$ cat config.mk
export PLATFORM = sky130hd
export DESIGN_NAME = avalon_clic_timer
export DESIGN_NICKNAME = d
export VERILOG_FILES = /design/src/rtl/avalon_clic_pkg.sv /design/src/rtl/avalon_clic_prescaler.sv /design/src/rtl/avalon_clic_timer.sv
export SDC_FILE = /design/constraint.sdc
export NUM_CORES = 1
export LEC_CHECK = 0
export CAP_MARGIN = 10
export CORE_MARGIN = 2
export CORE_UTILIZATION = 53
export CTS_BUF_LIST = sky130_fd_sc_hd__clkbuf_4 sky130_fd_sc_hd__clkbuf_8 sky130_fd_sc_hd__clkbuf_16
export CTS_CLUSTER_SIZE = 16
export DETAILED_ROUTE_END_ITERATION = 6
export PLACE_DENSITY = 0.84
export SLEW_MARGIN = 20
export SYNTH_ARGS = -nofsm -noshare
export SYNTH_HDL_FRONTEND = slang
export SYNTH_SLANG_ARGS = --single-unit
export TNS_END_PERCENT = 100
$ cat constraint.sdc
create_clock -name clk -period 5.6 [get_ports clk]
set_input_delay 1.12 -clock clk [delete_from_list [all_inputs] [get_ports clk]]
set_output_delay 1.12 -clock clk [all_outputs]
set_load 0.03 [all_outputs]
$ cat src/rtl/avalon_clic_pkg.sv
// Shared constants, state type and byte-lane helper for the CLIC timer slot.
package avalon_clic_pkg;

    localparam logic [15:0] CLIC_MSIP_OFF        = 16'h0000;
    localparam logic [15:0] CLIC_MTIMECMP_LO_OFF = 16'h4000;
    localparam logic [15:0] CLIC_MTIMECMP_HI_OFF = 16'h4004;
    localparam logic [15:0] CLIC_MTIME_LO_OFF    = 16'hBFF8;
    localparam logic [15:0] CLIC_MTIME_HI_OFF    = 16'hBFFC;

    localparam logic [63:0] CLIC_MTIMECMP_RST = 64'hFFFF_FFFF_FFFF_FFFF;

    typedef enum logic {
        IDLE,
        DATA
    } clic_rd_state_t;

    // Replace only the byte lanes whose enable bit is set.
    function automatic logic [31:0] clic_merge_bytes(
        input logic [31:0] old_val,
        input logic [31:0] new_val,
        input logic [3:0]  be
    );
        logic [31:0] r;
        for (int i = 0; i < 4; i++) begin
            r[8*i +: 8] = be[i] ? new_val[8*i +: 8] : old_val[8*i +: 8];
        end
        return r;
    endfunction

endpackage

$ cat src/rtl/avalon_clic_prescaler.sv
// Free-running divider: tick is high on the last count of each TICK_DIV-cycle period.
module avalon_clic_prescaler #(
    parameter int TICK_DIV = 1
) (
    input  logic clk,
    input  logic rst,
    output logic tick
);

    localparam logic [15:0] LAST = 16'(TICK_DIV - 1);

    logic [15:0] count;

    assign tick = (count == LAST);

    always_ff @(posedge clk or posedge rst) begin
        if (rst) begin
            count <= '0;
        end else if (tick) begin
            count <= '0;
        end else begin
            count <= count + 16'd1;
        end
    end

endmodule

$ cat src/rtl/avalon_clic_timer.sv
// CLIC timer slave: mtime/mtimecmp/msip behind a 2-cycle-read Avalon port.
// Optional CLIC_MTIME_SNAPSHOT_EN: mtime_lo reads latch mtime_hi into a shadow returned by mtime_hi reads.
module avalon_clic_timer
    import avalon_clic_pkg::*;
#(
    parameter int AW       = 32,
    parameter int DW       = 32,
    parameter int TICK_DIV = 1
) (
    input  logic            clk,
    input  logic            rst,
    input  logic            avn_read,
    input  logic            avn_write,
    input  logic [AW-1:0]   avn_address,
    input  logic [DW/8-1:0] avn_byte_enable,
    input  logic [DW-1:0]   avn_writedata,
    output logic [DW-1:0]   avn_readdata,
    output logic            avn_waitrequest,
    output logic            software_interrupt,
    output logic            timer_interrupt
);

    logic [15:0]    offset;
    logic           unused_addr;
    logic           tick;
    logic           msip;
    logic [63:0]    mtime;
    logic [63:0]    mtimecmp;
    logic [63:0]    mtime_base;
    logic [63:0]    mtime_next;
    logic [31:0]    rd_value;
    logic           capture;
    logic           wr_msip, wr_cmp_lo, wr_cmp_hi, wr_mtime_lo, wr_mtime_hi;
    clic_rd_state_t state, state_next;

    assign offset      = {avn_address[15:2], 2'b00};
    assign unused_addr = ^{avn_address[AW-1:16], avn_address[1:0]};

    assign wr_msip     = avn_write && (offset == CLIC_MSIP_OFF);
    assign wr_cmp_lo   = avn_write && (offset == CLIC_MTIMECMP_LO_OFF);
    assign wr_cmp_hi   = avn_write && (offset == CLIC_MTIMECMP_HI_OFF);
    assign wr_mtime_lo = avn_write && (offset == CLIC_MTIME_LO_OFF);
    assign wr_mtime_hi = avn_write && (offset == CLIC_MTIME_HI_OFF);

    avalon_clic_prescaler #(
        .TICK_DIV (TICK_DIV)
    ) u_prescaler (
        .clk  (clk),
        .rst  (rst),
        .tick (tick)
    );

    // Any mtime write suppresses the increment for the full 64 bits; unwritten lanes keep the pre-tick value.
    always_comb begin
        if (wr_mtime_lo || wr_mtime_hi) begin
            mtime_base = mtime;
        end else if (tick) begin
            mtime_base = mtime + 64'd1;
        end else begin
            mtime_base = mtime;
        end
        mtime_next = mtime_base;
        if (wr_mtime_lo) begin
            mtime_next[31:0] = clic_merge_bytes(mtime[31:0], avn_writedata, avn_byte_enable);
        end
        if (wr_mtime_hi) begin
            mtime_next[63:32] = clic_merge_bytes(mtime[63:32], avn_writedata, avn_byte_enable);
        end
    end

    always_ff @(posedge clk or posedge rst) begin
        if (rst) begin
            mtime           <= '0;
            mtimecmp        <= CLIC_MTIMECMP_RST;
            msip            <= 1'b0;
            timer_interrupt <= 1'b0;
        end else begin
            mtime           <= mtime_next;
            timer_interrupt <= (mtime >= mtimecmp);
            if (wr_msip && avn_byte_enable[0]) begin
                msip <= avn_writedata[0];
            end
            if (wr_cmp_lo) begin
                mtimecmp[31:0] <= clic_merge_bytes(mtimecmp[31:0], avn_writedata, avn_byte_enable);
            end
            if (wr_cmp_hi) begin
                mtimecmp[63:32] <= clic_merge_bytes(mtimecmp[63:32], avn_writedata, avn_byte_enable);
            end
        end
    end

    assign software_interrupt = msip;

`ifdef CLIC_MTIME_SNAPSHOT_EN
    logic [31:0] mtime_hi_shadow;

    always_ff @(posedge clk or posedge rst) begin
        if (rst) begin
            mtime_hi_shadow <= '0;
        end else if (capture && (offset == CLIC_MTIME_LO_OFF)) begin
            mtime_hi_shadow <= mtime[63:32];
        end
    end
`endif

    always_comb begin
        rd_value = '0;
        case (offset)
            CLIC_MSIP_OFF:        rd_value = {31'd0, msip};
            CLIC_MTIMECMP_LO_OFF: rd_value = mtimecmp[31:0];
            CLIC_MTIMECMP_HI_OFF: rd_value = mtimecmp[63:32];
            CLIC_MTIME_LO_OFF:    rd_value = mtime[31:0];
`ifdef CLIC_MTIME_SNAPSHOT_EN
            CLIC_MTIME_HI_OFF:    rd_value = mtime_hi_shadow;
`else
            CLIC_MTIME_HI_OFF:    rd_value = mtime[63:32];
`endif
            default:              rd_value = '0;
        endcase
    end

    always_ff @(posedge clk or posedge rst) begin
        if (rst) begin
            state <= IDLE;
        end else begin
            state <= state_next;
        end
    end

    // A read overlapping a write is dropped; reset forces waitrequest low even mid-read.
    always_comb begin
        state_next      = state;
        avn_waitrequest = 1'b0;
        capture         = 1'b0;
        case (state)
            IDLE: begin
                if (avn_read && !avn_write && !rst) begin
                    avn_waitrequest = 1'b1;
                    capture         = 1'b1;
                    state_next      = DATA;
                end
            end
            DATA: begin
                state_next = IDLE;
            end
            default: state_next = IDLE;
        endcase
    end

    always_ff @(posedge clk or posedge rst) begin
        if (rst) begin
            avn_readdata <= '0;
        end else if (capture) begin
            avn_readdata <= rd_value;
        end
    end

endmodule

==> out/results.ini, run 1 <==
[clock_network]
cts-root-buf = clkbuf_16
cts_tree = yes
max-clock-path-buffers = 2
cts_buffers = 17
ctsResizeCount = 0
holdBufCountCts = 0
cts.sinks = 179
post-cts-setup-buffer-count = 0
clkSlewWorstSetupHoldPaths_ns = 0.07
insertion_delay_ns = 0.44
htree_levels = 4

[placement]
gp_congestion = 0.9399
dp_hpwl_mm = 22.64
placed_cell_area_mm2 = 0.01226
port_buffers = 88

[synthesis]
syn_area_per_cell_um2 = 9.652
ys_types = 76
synth_ff_type = dfrtp_1
yosys-top-cells-count = 115 x dfrtp_1, 103 x nand2_1, 93 x mux2_2
synth.top_cell.area_share_pct = 25.77
yosysWarnings = 0
synth-edff-count = 0
syn_inst = 1157
yosys.area.top_type = dfrtp_1
ys_ff_latch = 179
yosysSeqAreaShare_pct = 40.83
synth_nets = 1296
async_flop_share_pct = 100.0
ys_top_cells_by_area = dfrtp_1 26%, dfstp_2 15%, mux2_2 9.4%, ha_1 7.5%, a21oi_1 3.6%
synth.most_common_cell = dfrtp_1
netlist_area_mm2 = 0.01117

[floorplanning]
fp.dieW_um = 149.2
ios = 107
rows = 53
start_util_pct = 53.63
die-area_mm2 = 0.02225
die-height_um = 149.2
core_mm2 = 0.02082

[sta]
final-hold-violation-count = 0
finalMaxSlewViolations = 0
max_freq_mhz = 227.3
final.setup.tns_ns = 0
max_slew_margin_pct = 26.58
worstMarginPinSlew_ns = 1.101
period_needed_ns = 4.399
rsz0062_at_grt = no
final-setup-viol-count = 0
fin_crit_sh_pct = 78.56
skew_ns = 0.006606

[run_status]
failed_checks = DRC
outcome = complete, but fails checks

[critical_path]
required_ns = 4.48
worstPathMaxFanout = 32
cpMaxStageDelayCell = clkdlybuf4s50_1
crit_family = buffers and inverters
criticalPathCategory = input pin to output pin
crit_chain = clkdlybuf4s50_1, buf_4, clkinv_1, nand3_1, buf_4, inv_1, clkdlybuf4s50_1
max_stage_delay_ns = 0.64
cp_num_buf_inv = 6
start_kind = input pin
crit_arrival_ns = 3.28
end_kind = output pin
r2r_start = u_prescaler.count[0]$_DFF_PP0_
startpoint = avn_write

[drt]
drtIter0Drc = 1247
drcViolationCount = 6
detail_route.vias_per_cell = 6.642
drt_first_pass_iters = 7
routed_wl_mm = 31.88
wl_per_cell_um = 21.08
drtAntennaViolNets = 0
num_vias = 10040

[hold_path]
hp-class = register to register
worstHoldStart = avn_readdata[22]$_DFFE_PP0P_

[layout]
nets = 1363
fill_cells = 1685
area_delta_synth_final_pct = 15.46
finalInstanceArea_mm2 = 0.01289
drive_above_1_share_pct = 18.92
antennaDiodeCount = 0

[grt]
grt_max_degree = 69
first_global_vias = 9672
gr-total-overflow = 0
antenna_found_initial = 1
grt_use_total_pct = 29.20
grt_pass1_wl_mm = 50.81

[run]
drv_cap = 0

[power_and_ir_drop]
p_per_area_mw_per_mm2 = 226.1
leakage_nw = 5.341
vdd.ir_drop.worst_v = 0.0002080

report_power, final:
| group | internal (mW) | switching, mW |
|---|---|---|
| combinational | 0.109 | 0.156 |
| clock | 0.771 | 0.514 |
| sequential | 1.32 | 0.0427 |
| total | 2.20 | 0.713 |
layer usage:
layer | up-vias | routed length, µm | global-route usage (%)
met3 | 103 | 2859 | 5.963
li1 | 4487 | - | -
met5 | - | 0 | 0
met1 | 4893 | 12920 | 38.46
met4 | 0 | 1112 | 13.71
met2 | 560 | 14980 | 46.41
final timing paths:
path / to / slack [ns] / depth (start not counted)
setup / recovery: avn_waitrequest / 1.20 / 7
hold / removal: avn_readdata[22]$_DFFE_PP0P_ / 0.48 / 2
setup reg to reg: mtime[48]$_DFFE_PP0P_ / 2.29 / 9
hold reg to reg: avn_readdata[22]$_DFFE_PP0P_ / 0.48 / 2
max in group asynchronous: avn_readdata[17]$_DFFE_PP0P_ / 3.63 / 3
min in group asynchronous: avn_readdata[31]$_DFFE_PP0P_ / 0.92 / 2
worst register-to-register path: stages, from the launching register on:
cell and delay (ns):
dfrtp_1 0.44, inv_1 0.09, ha_1 0.13, nor4b_1 0.41
nand4_1 0.45, a21oi_1 0.64, buf_4 0.36, o21ai_0 0.30
o22a_1 0.28, o21a_1 0.10
cell usage in the layout (no fill, tap or decap), types with 4 or more instances in the layout:
cell type and count:
clkdlybuf4s50_1 87, nor3_1 31, nand2b_1 8, clkbuf_8 5, nand4_1 28, o21ai_0 71, nor4_1 13, mux2_2 93
a21o_1 15, dfrtp_1 115, buf_4 17, o2111ai_1 4, a211oi_1 14, a222oi_1 31, a311oi_1 10, ha_1 67
a221oi_1 5, and3_1 18, and2_1 10, and4_1 15, xnor2_1 13, o22ai_1 20, a21oi_1 81, a31oi_1 5
o31ai_1 7, nand2_1 103, nor2_1 52, dfstp_2 64, inv_1 82, nand3_1 50, or4_1 7, o32ai_1 5
clkbuf_16 17
flip-flops by register name (all words and copies together), names as in the netlist:
name	count
avn_readdata	32
mtime	64
mtimecmp	64
software_interrupt	1
state	1
timer_interrupt	1
u_prescaler.count	16
stage by stage:
| stage | power [mW] | util [%] | setup WS, ns | hold slack (ns) | instances |
|---|---|---|---|---|---|
| 4_1_cts | 2.922 | 61.92 | 1.158 | 0.4830 | 1512 |
| 6_report | 2.915 | 61.92 | 1.201 | 0.4777 | 1512 |
| 3_5_place_dp | 1.642 | 58.89 | 1.170 | 0.4680 | 1480 |
| 2_1_floorplan | 1.529 | - | 2.238 | 0.4467 | 1157 |
| 3_3_place_gp | 1.630 | 58.89 | 1.176 | 0.4630 | 1480 |
| 5_1_grt | 3.011 | 61.92 | 1.050 | 0.5137 | 1512 |
cell families (layout without fill, tap and decap cells):
logic type	count (synthesis)	after routing	share of synthesized area, %
AOI/OAI and AO/OA	298	298	17.93
and+or+nand+nor	361	361	17.65
muxes	96	96	9.647
DFF	179	179	40.83
adders and majority gates	67	67	7.507
buffers and inverters	141	221	5.266
xor gates and xnor gates	15	15	1.177
final cells by class:
type	count	area [µm²]	share of cell area (%)
Multi-Input combinational cell	837	6036	46.81
Sequential cell	179	4559	35.36
Timing Repair Buffer	105	1003	7.783
Clock buffer	24	509.2	3.950
Tap cell	275	344.1	2.669
Inverter	84	319.1	2.475
Clock inverter	8	122.6	0.9510
Power figures use the tool's default switching activity.
==> inputs of run 2 (changes only) <==
Settings changed: CORE_UTILIZATION 53 to 58, PLACE_DENSITY 0.84 to 0.87.
Clock period 5.6 ns to 4.05 ns, I/O delays scaled along.
==> out/results.ini, run 2 (synthesis gave the netlist of run 1 again) <==
[run_status]
outcome = finished, final reports clean

[layout]
area_delta_synth_final_pct = 15.98
drive_above_1_share_pct = 19.57  ; +0.65 points
nets = 1373  ; +0.73%
fin_util_pct = 69.01  ; +7.1 points
antennaDiodeCount = 0  ; unchanged
layout_common_cells = 115 x dfrtp_1, 103 x nand2_1, 93 x mux2_2
reg_top3 = mtime: 64 flops, mtimecmp: 64 flops, avn_readdata: 32 flops
layout_commonest_cell = dfrtp_1
fill_cells = 1430  ; -15%
finalInstanceArea_mm2 = 0.01295  ; +0.45%

[sta]
max_slew_margin_pct = 34.14  ; +7.6 points
period_needed_ns = 3.196
rsz0062_at_grt = no
final-setup-viol-count = 0  ; unchanged
skew_ns = 0.007514  ; +0.0009089 ns
whs_ns = 0.4798  ; +0.002147 ns
worstMarginPinSlew_ns = 0.9859  ; -0.1154 ns
finalMaxSlewViolations = 0  ; unchanged
final.setup.tns_ns = 0  ; unchanged
final-hold-violation-count = 0  ; unchanged
max_freq_mhz = 312.9
fin_crit_sh_pct = 78.91

[clock_network]
cts.sinks = 179  ; unchanged
cts_tree = yes
cts-root-buf = clkbuf_16
insertion_delay_ns = 0.44  ; about the same
cts_buffers = 17  ; unchanged
ctsResizeCount = 0  ; unchanged
max-clock-path-buffers = 2  ; unchanged
holdBufCountCts = 0  ; unchanged
htree_levels = 4  ; unchanged
clkSlewWorstSetupHoldPaths_ns = 0.06  ; about the same
post-cts-setup-buffer-count = 0  ; unchanged

[drt]
met3_wirelength_mm = 3.376  ; +18%
detail_route.vias_per_cell = 6.887  ; +3.7%
drcViolationCount = 0  ; -6
drtIter0Drc = 1249  ; +0.16%
wl_per_cell_um = 22.24  ; +5.5%
drt_first_pass_iters = 7  ; unchanged
num_vias = 10200  ; +1.6%
wl_met2_mm = 15.01  ; +0.17%
routed_wl_mm = 32.93  ; +3.3%
top_layer_used = met4
wl_met1_mm = 13.08  ; +1.2%
drtAntennaViolNets = 0  ; unchanged

[floorplanning]
die-area_mm2 = 0.02038  ; -8.4%
core_mm2 = 0.01877  ; -9.9%
start_util_pct = 59.50  ; +5.9 points
rows = 50  ; -5.7%
fp.dieW_um = 142.8  ; -4.3%
ios = 107  ; unchanged
die-height_um = 142.8  ; -4.3%

[grt]
first_global_vias = 9960  ; +3.0%
gr-total-overflow = 0  ; unchanged
grt_use_total_pct = 32.85  ; +3.6 points
antenna_found_initial = 1  ; unchanged
grt_pass1_wl_mm = 52.23  ; +2.8%
grt_max_degree = 62  ; -10%

[critical_path]
start_kind = input pin
r2r_start = u_prescaler.count[0]$_DFF_PP0_
crit_end = avn_waitrequest
r2r_slack_ns = 0.89  ; -1.40 ns
crit_arrival_ns = 2.39  ; -0.89 ns
required_ns = 3.24  ; -1.24 ns
startpoint = rst
reg2regPathDepth = 9  ; unchanged
worstPathMaxFanout = 5  ; -84%
end_kind = output pin
criticalPathCategory = input pin to output pin
rr_endpoint = mtime[48]$_DFFE_PP0P_

[placement]
port_buffers = 88  ; unchanged
gp_congestion = 0.9636  ; +2.5%
dp_hpwl_mm = 23.35  ; +3.1%
placed_cell_area_mm2 = 0.01232  ; +0.50%

[power_and_ir_drop]
vdd.ir_drop.worst_v = 0.0002926  ; +41%
leakage_nw = 5.399  ; +1.1%
p_per_area_mw_per_mm2 = 314.0  ; +39%

[hold_path]
hp-class = register to register

[run]
drv_cap = 0  ; unchanged

-- run 2: changes by cell type in the layout (fill, tap and decap cells not counted), sizes merged --
cell,change
buf,+10
bufinv,+1
clkbuf,-5
clkinv,+1
clkinvlp,+1
inv,+2
-- run 2: worst min path at each step --
stage / slack, ns / depth (start not counted) / from / end
floorplan: 0.45 / 1 / u_prescaler.count[15]$_DFF_PP0_ / u_prescaler.count[15]$_DFF_PP0_
detailed placement: 0.47 / 1 / u_prescaler.count[15]$_DFF_PP0_ / u_prescaler.count[15]$_DFF_PP0_
global route: 0.50 / 1 / u_prescaler.count[15]$_DFF_PP0_ / u_prescaler.count[15]$_DFF_PP0_
global placement: 0.46 / 2 / avn_readdata[16]$_DFFE_PP0P_ / avn_readdata[16]$_DFFE_PP0P_
CTS: 0.48 / 1 / u_prescaler.count[15]$_DFF_PP0_ / u_prescaler.count[15]$_DFF_PP0_
finish: 0.48 / 2 / avn_readdata[20]$_DFFE_PP0P_ / avn_readdata[20]$_DFFE_PP0P_
-- run 2: report_power, final --
group | switching [mW] | leakage, nW | internal [mW] | total [mW]
logic | 0.222 | 2.91 | 0.154 | 0.376
clock network | 0.741 | 0.312 | 1.06 | 1.80
registers | 0.0639 | 2.18 | 1.83 | 1.89
total | 1.03 | 5.40 | 3.04 | 4.07
-- run 2: critical path, cell delays in order --
cell	delay (ns)
clkdlybuf4s50_1	0.46
nor2_1	0.12
nand3_1	0.10
inv_1	0.19
clkdlybuf4s50_1	0.71
-- run 2: cell type report --
class	count	area, µm²	share of cell area (%)
clock buffer	19	446.7	3.449
clock inverter	13	181.4	1.401
inverter	84	319.1	2.464
multi-input combinational	837	6036	46.60
sequential	179	4559	35.20
tap	234	292.8	2.261
timing repair buffer	115	1116	8.618
-- run 2: layer usage --
| metal | GRT usage (%) | vias to the layer above |
|---|---|---|
| met5 | 0 | - |
| met3 | 6.673 | 137 |
| met2 | 52.07 | 646 |
| met4 | 15.63 | 0 |
| li1 | - | 4500 |
| met1 | 43.35 | 4916 |
-- run 2: stage by stage --
stage          power (mW)  std cells  worst slack, ns
6_report            4.066       1481           0.8540
3_3_place_gp        2.261       1449           0.5874
2_1_floorplan       2.115       1157           0.9977
5_1_grt             4.181       1481           0.6827
4_1_cts             4.056       1481           0.8592
3_5_place_dp        2.280       1449           0.5018
==> inputs of run 3 (changes only) <==
Clock period 4.05 ns to 3 ns, I/O delays scaled along.
==> out/results.ini, run 3 (synthesis gave the netlist of run 1 again) <==
[run_status]
outcome = complete, but fails checks
failed_checks = DRC

[power_and_ir_drop]
clockPowerShare_pct = 43.1  ; -1.1 points
leakage_nw = 5.589  ; +3.5%
switching_share_pct = 26.27  ; +1.0 points
p_total_mw = 5.395  ; +33%
seqPwrFrac_pct = 47.1  ; +0.6 points
combPwrFrac_pct = 9.8  ; +0.5 points
p_int_mw = 3.978  ; +31%
switchingPower_mw = 1.417  ; +38%
vdd.ir_drop.worst_v = 0.0004022  ; +37%
p_per_area_mw_per_mm2 = 406.4  ; +29%

[layout]
multi_input_area_mm2 = 0.006036  ; unchanged
area_delta_synth_final_pct = 18.88
reg_top3 = mtime: 64 flops, mtimecmp: 64 flops, avn_readdata: 32 flops
regArea_mm2 = 0.004559  ; unchanged
antennaDiodeCount = 0  ; unchanged
fill_cells = 1344  ; -6.0%
layout_commonest_cell = dfrtp_1
layout_common_cells = 115 x dfrtp_1, 103 x nand2_1, 93 x mux2_2
nets = 1413  ; +2.9%
drive_above_1_share_pct = 22.07  ; +2.5 points

[clock_network]
holdBufCountCts = 0  ; unchanged
clkSlewWorstSetupHoldPaths_ns = 0.07  ; about the same
max-clock-path-buffers = 2  ; unchanged
cts.sinks = 179  ; unchanged
cts-root-buf = clkbuf_16
ctsResizeCount = 0  ; unchanged
post-cts-setup-buffer-count = 0  ; unchanged
insertion_delay_ns = 0.45  ; about the same
htree_levels = 4  ; unchanged
cts_buffers = 17  ; unchanged
cts_tree = yes

[sta]
final-setup-viol-count = 0  ; unchanged
finalMaxSlewViolations = 0  ; unchanged
max_freq_mhz = 351.2
rsz0062_at_grt = no
final-hold-violation-count = 0  ; unchanged
skew_ns = 0.01110  ; +0.003583 ns
final.setup.tns_ns = 0  ; unchanged
worstMarginPinSlew_ns = 0.8026  ; -0.1833 ns
whs_ns = 0.4794  ; -0.0004370 ns
max_slew_margin_pct = 46.50  ; +12 points
period_needed_ns = 2.847
fin_crit_sh_pct = 94.90

[drt]
drcViolationCount = 5  ; +5
routed_wl_mm = 33.38  ; +1.4%
drtIter0Drc = 1435  ; +15%
wl_per_cell_um = 21.95  ; -1.3%
num_vias = 10470  ; +2.7%
drt_first_pass_iters = 7  ; unchanged
detail_route.vias_per_cell = 6.884  ; about the same
drtAntennaViolNets = 0  ; unchanged

[placement]
port_buffers = 88  ; unchanged
gp_congestion = 0.9557  ; -0.82%
dp_hpwl_mm = 23.72  ; +1.6%

[critical_path]
max_stage_delay_ns = 0.63  ; -0.08 ns
start_kind = register
required_ns = 3.36  ; +0.12 ns
cpMostUsedCell = or4_1
worstPathMaxFanout = 3  ; -2
crit_chain = inv_1, ha_1, nand4_1, or4_1, or4_1, nand3_1, a31oi_1, o21ai_1
crit_arrival_ns = 3.21  ; +0.82 ns
cpMaxStageDelayCell = or4_1
criticalPathCategory = register to register
end_kind = register
cp_num_buf_inv = 1  ; -2
crit_family = simple AND/OR/NAND/NOR gates

[grt]
first_global_vias = 10190  ; +2.3%
grt_max_degree = 147  ; +140%
grt_pass1_wl_mm = 52.93  ; +1.3%
antenna_found_initial = 1  ; unchanged
grt_use_total_pct = 33.38  ; +0.54 points
gr-total-overflow = 0  ; unchanged

[floorplanning]
die-height_um = 142.8  ; unchanged
core_mm2 = 0.01877  ; unchanged
fp.dieW_um = 142.8  ; unchanged
ios = 107  ; unchanged
rows = 50  ; unchanged
start_util_pct = 59.50  ; unchanged
die-area_mm2 = 0.02038  ; unchanged

[hold_path]
hp-class = register to register

[run]
drv_cap = 0  ; unchanged

[run 3: cell types whose count changed in the layout (fill, tap and decap cells not counted)]
cell / delta
buf_12: +4
buf_4: +36
bufinv_16: -2
clkbuf_8: +1
clkinv_2: -5
clkinvlp_4: +2
inv_4: +2
inv_6: +2
[run 3: layout make-up]
cell class | instances | area share (%)
multi-input combinational | 837 | 45.47
sequential | 179 | 34.35
timing repair buffer | 155 | 11.05
clock buffer | 20 | 3.468
inverter | 84 | 2.403
tap | 234 | 2.205
clock inverter | 12 | 1.065
[run 3: power by group through the flow]
stage | Sequential (mW) | Combinational, mW | Clock (mW)
after floorplan | 2.56 | 0.293 | 0
after global placement | 2.57 | 0.489 | 0
after detailed placement | 2.58 | 0.508 | 0
after CTS | 2.54 | 0.521 | 2.33
after global routing | 2.54 | 0.572 | 2.43
final | 2.54 | 0.530 | 2.32
[run 3: worst paths after layout]
check                                             start                             end  slack, ns  cells past startpoint
min in group asynchronous                           rst  software_interrupt$_DFFE_PP0P_       0.70                      3
max in group asynchronous                           rst    avn_readdata[12]$_DFFE_PP0P_       1.60                      3
hold reg to reg            avn_readdata[16]$_DFFE_PP0P_    avn_readdata[16]$_DFFE_PP0P_       0.48                      2
setup reg to reg               mtimecmp[15]$_DFFE_PP1P_       timer_interrupt$_DFF_PP0_       0.15                      8
setup / recovery               mtimecmp[15]$_DFFE_PP1P_       timer_interrupt$_DFF_PP0_       0.15                      8
hold / removal             avn_readdata[16]$_DFFE_PP0P_    avn_readdata[16]$_DFFE_PP0P_       0.48                      2
[run 3: metal layers]
| metal | track usage, % | vias to the layer above | routed length, µm |
|---|---|---|---|
| li1 | - | 4591 | - |
| met1 | 42.83 | 5042 | 12790 |
| met2 | 54.23 | 686 | 15650 |
| met3 | 8.518 | 151 | 3618 |
| met4 | 13.44 | 0 | 1327 |
| met5 | 0 | - | 0 |
[run 3: worst register-to-register path: stages (launching register included)]
cell and delay (ns):
dfstp_2 0.54, inv_1 0.05, ha_1 0.30, nand4_1 0.28, or4_1 0.63, or4_1 0.43
nand3_1 0.21, a31oi_1 0.11, o21ai_1 0.21
[run 3: stage by stage]
step	cell area [µm²]	instances	util [%]	setup WS, ns
floorplan	11170	1157	-	0.1577
global placement	12670	1489	67.53	0.04300
detailed placement	12670	1489	67.53	-0.04728
CTS	13280	1521	70.73	0.1929
global route	13280	1521	70.73	0.03154
finish	13280	1521	70.73	0.1530
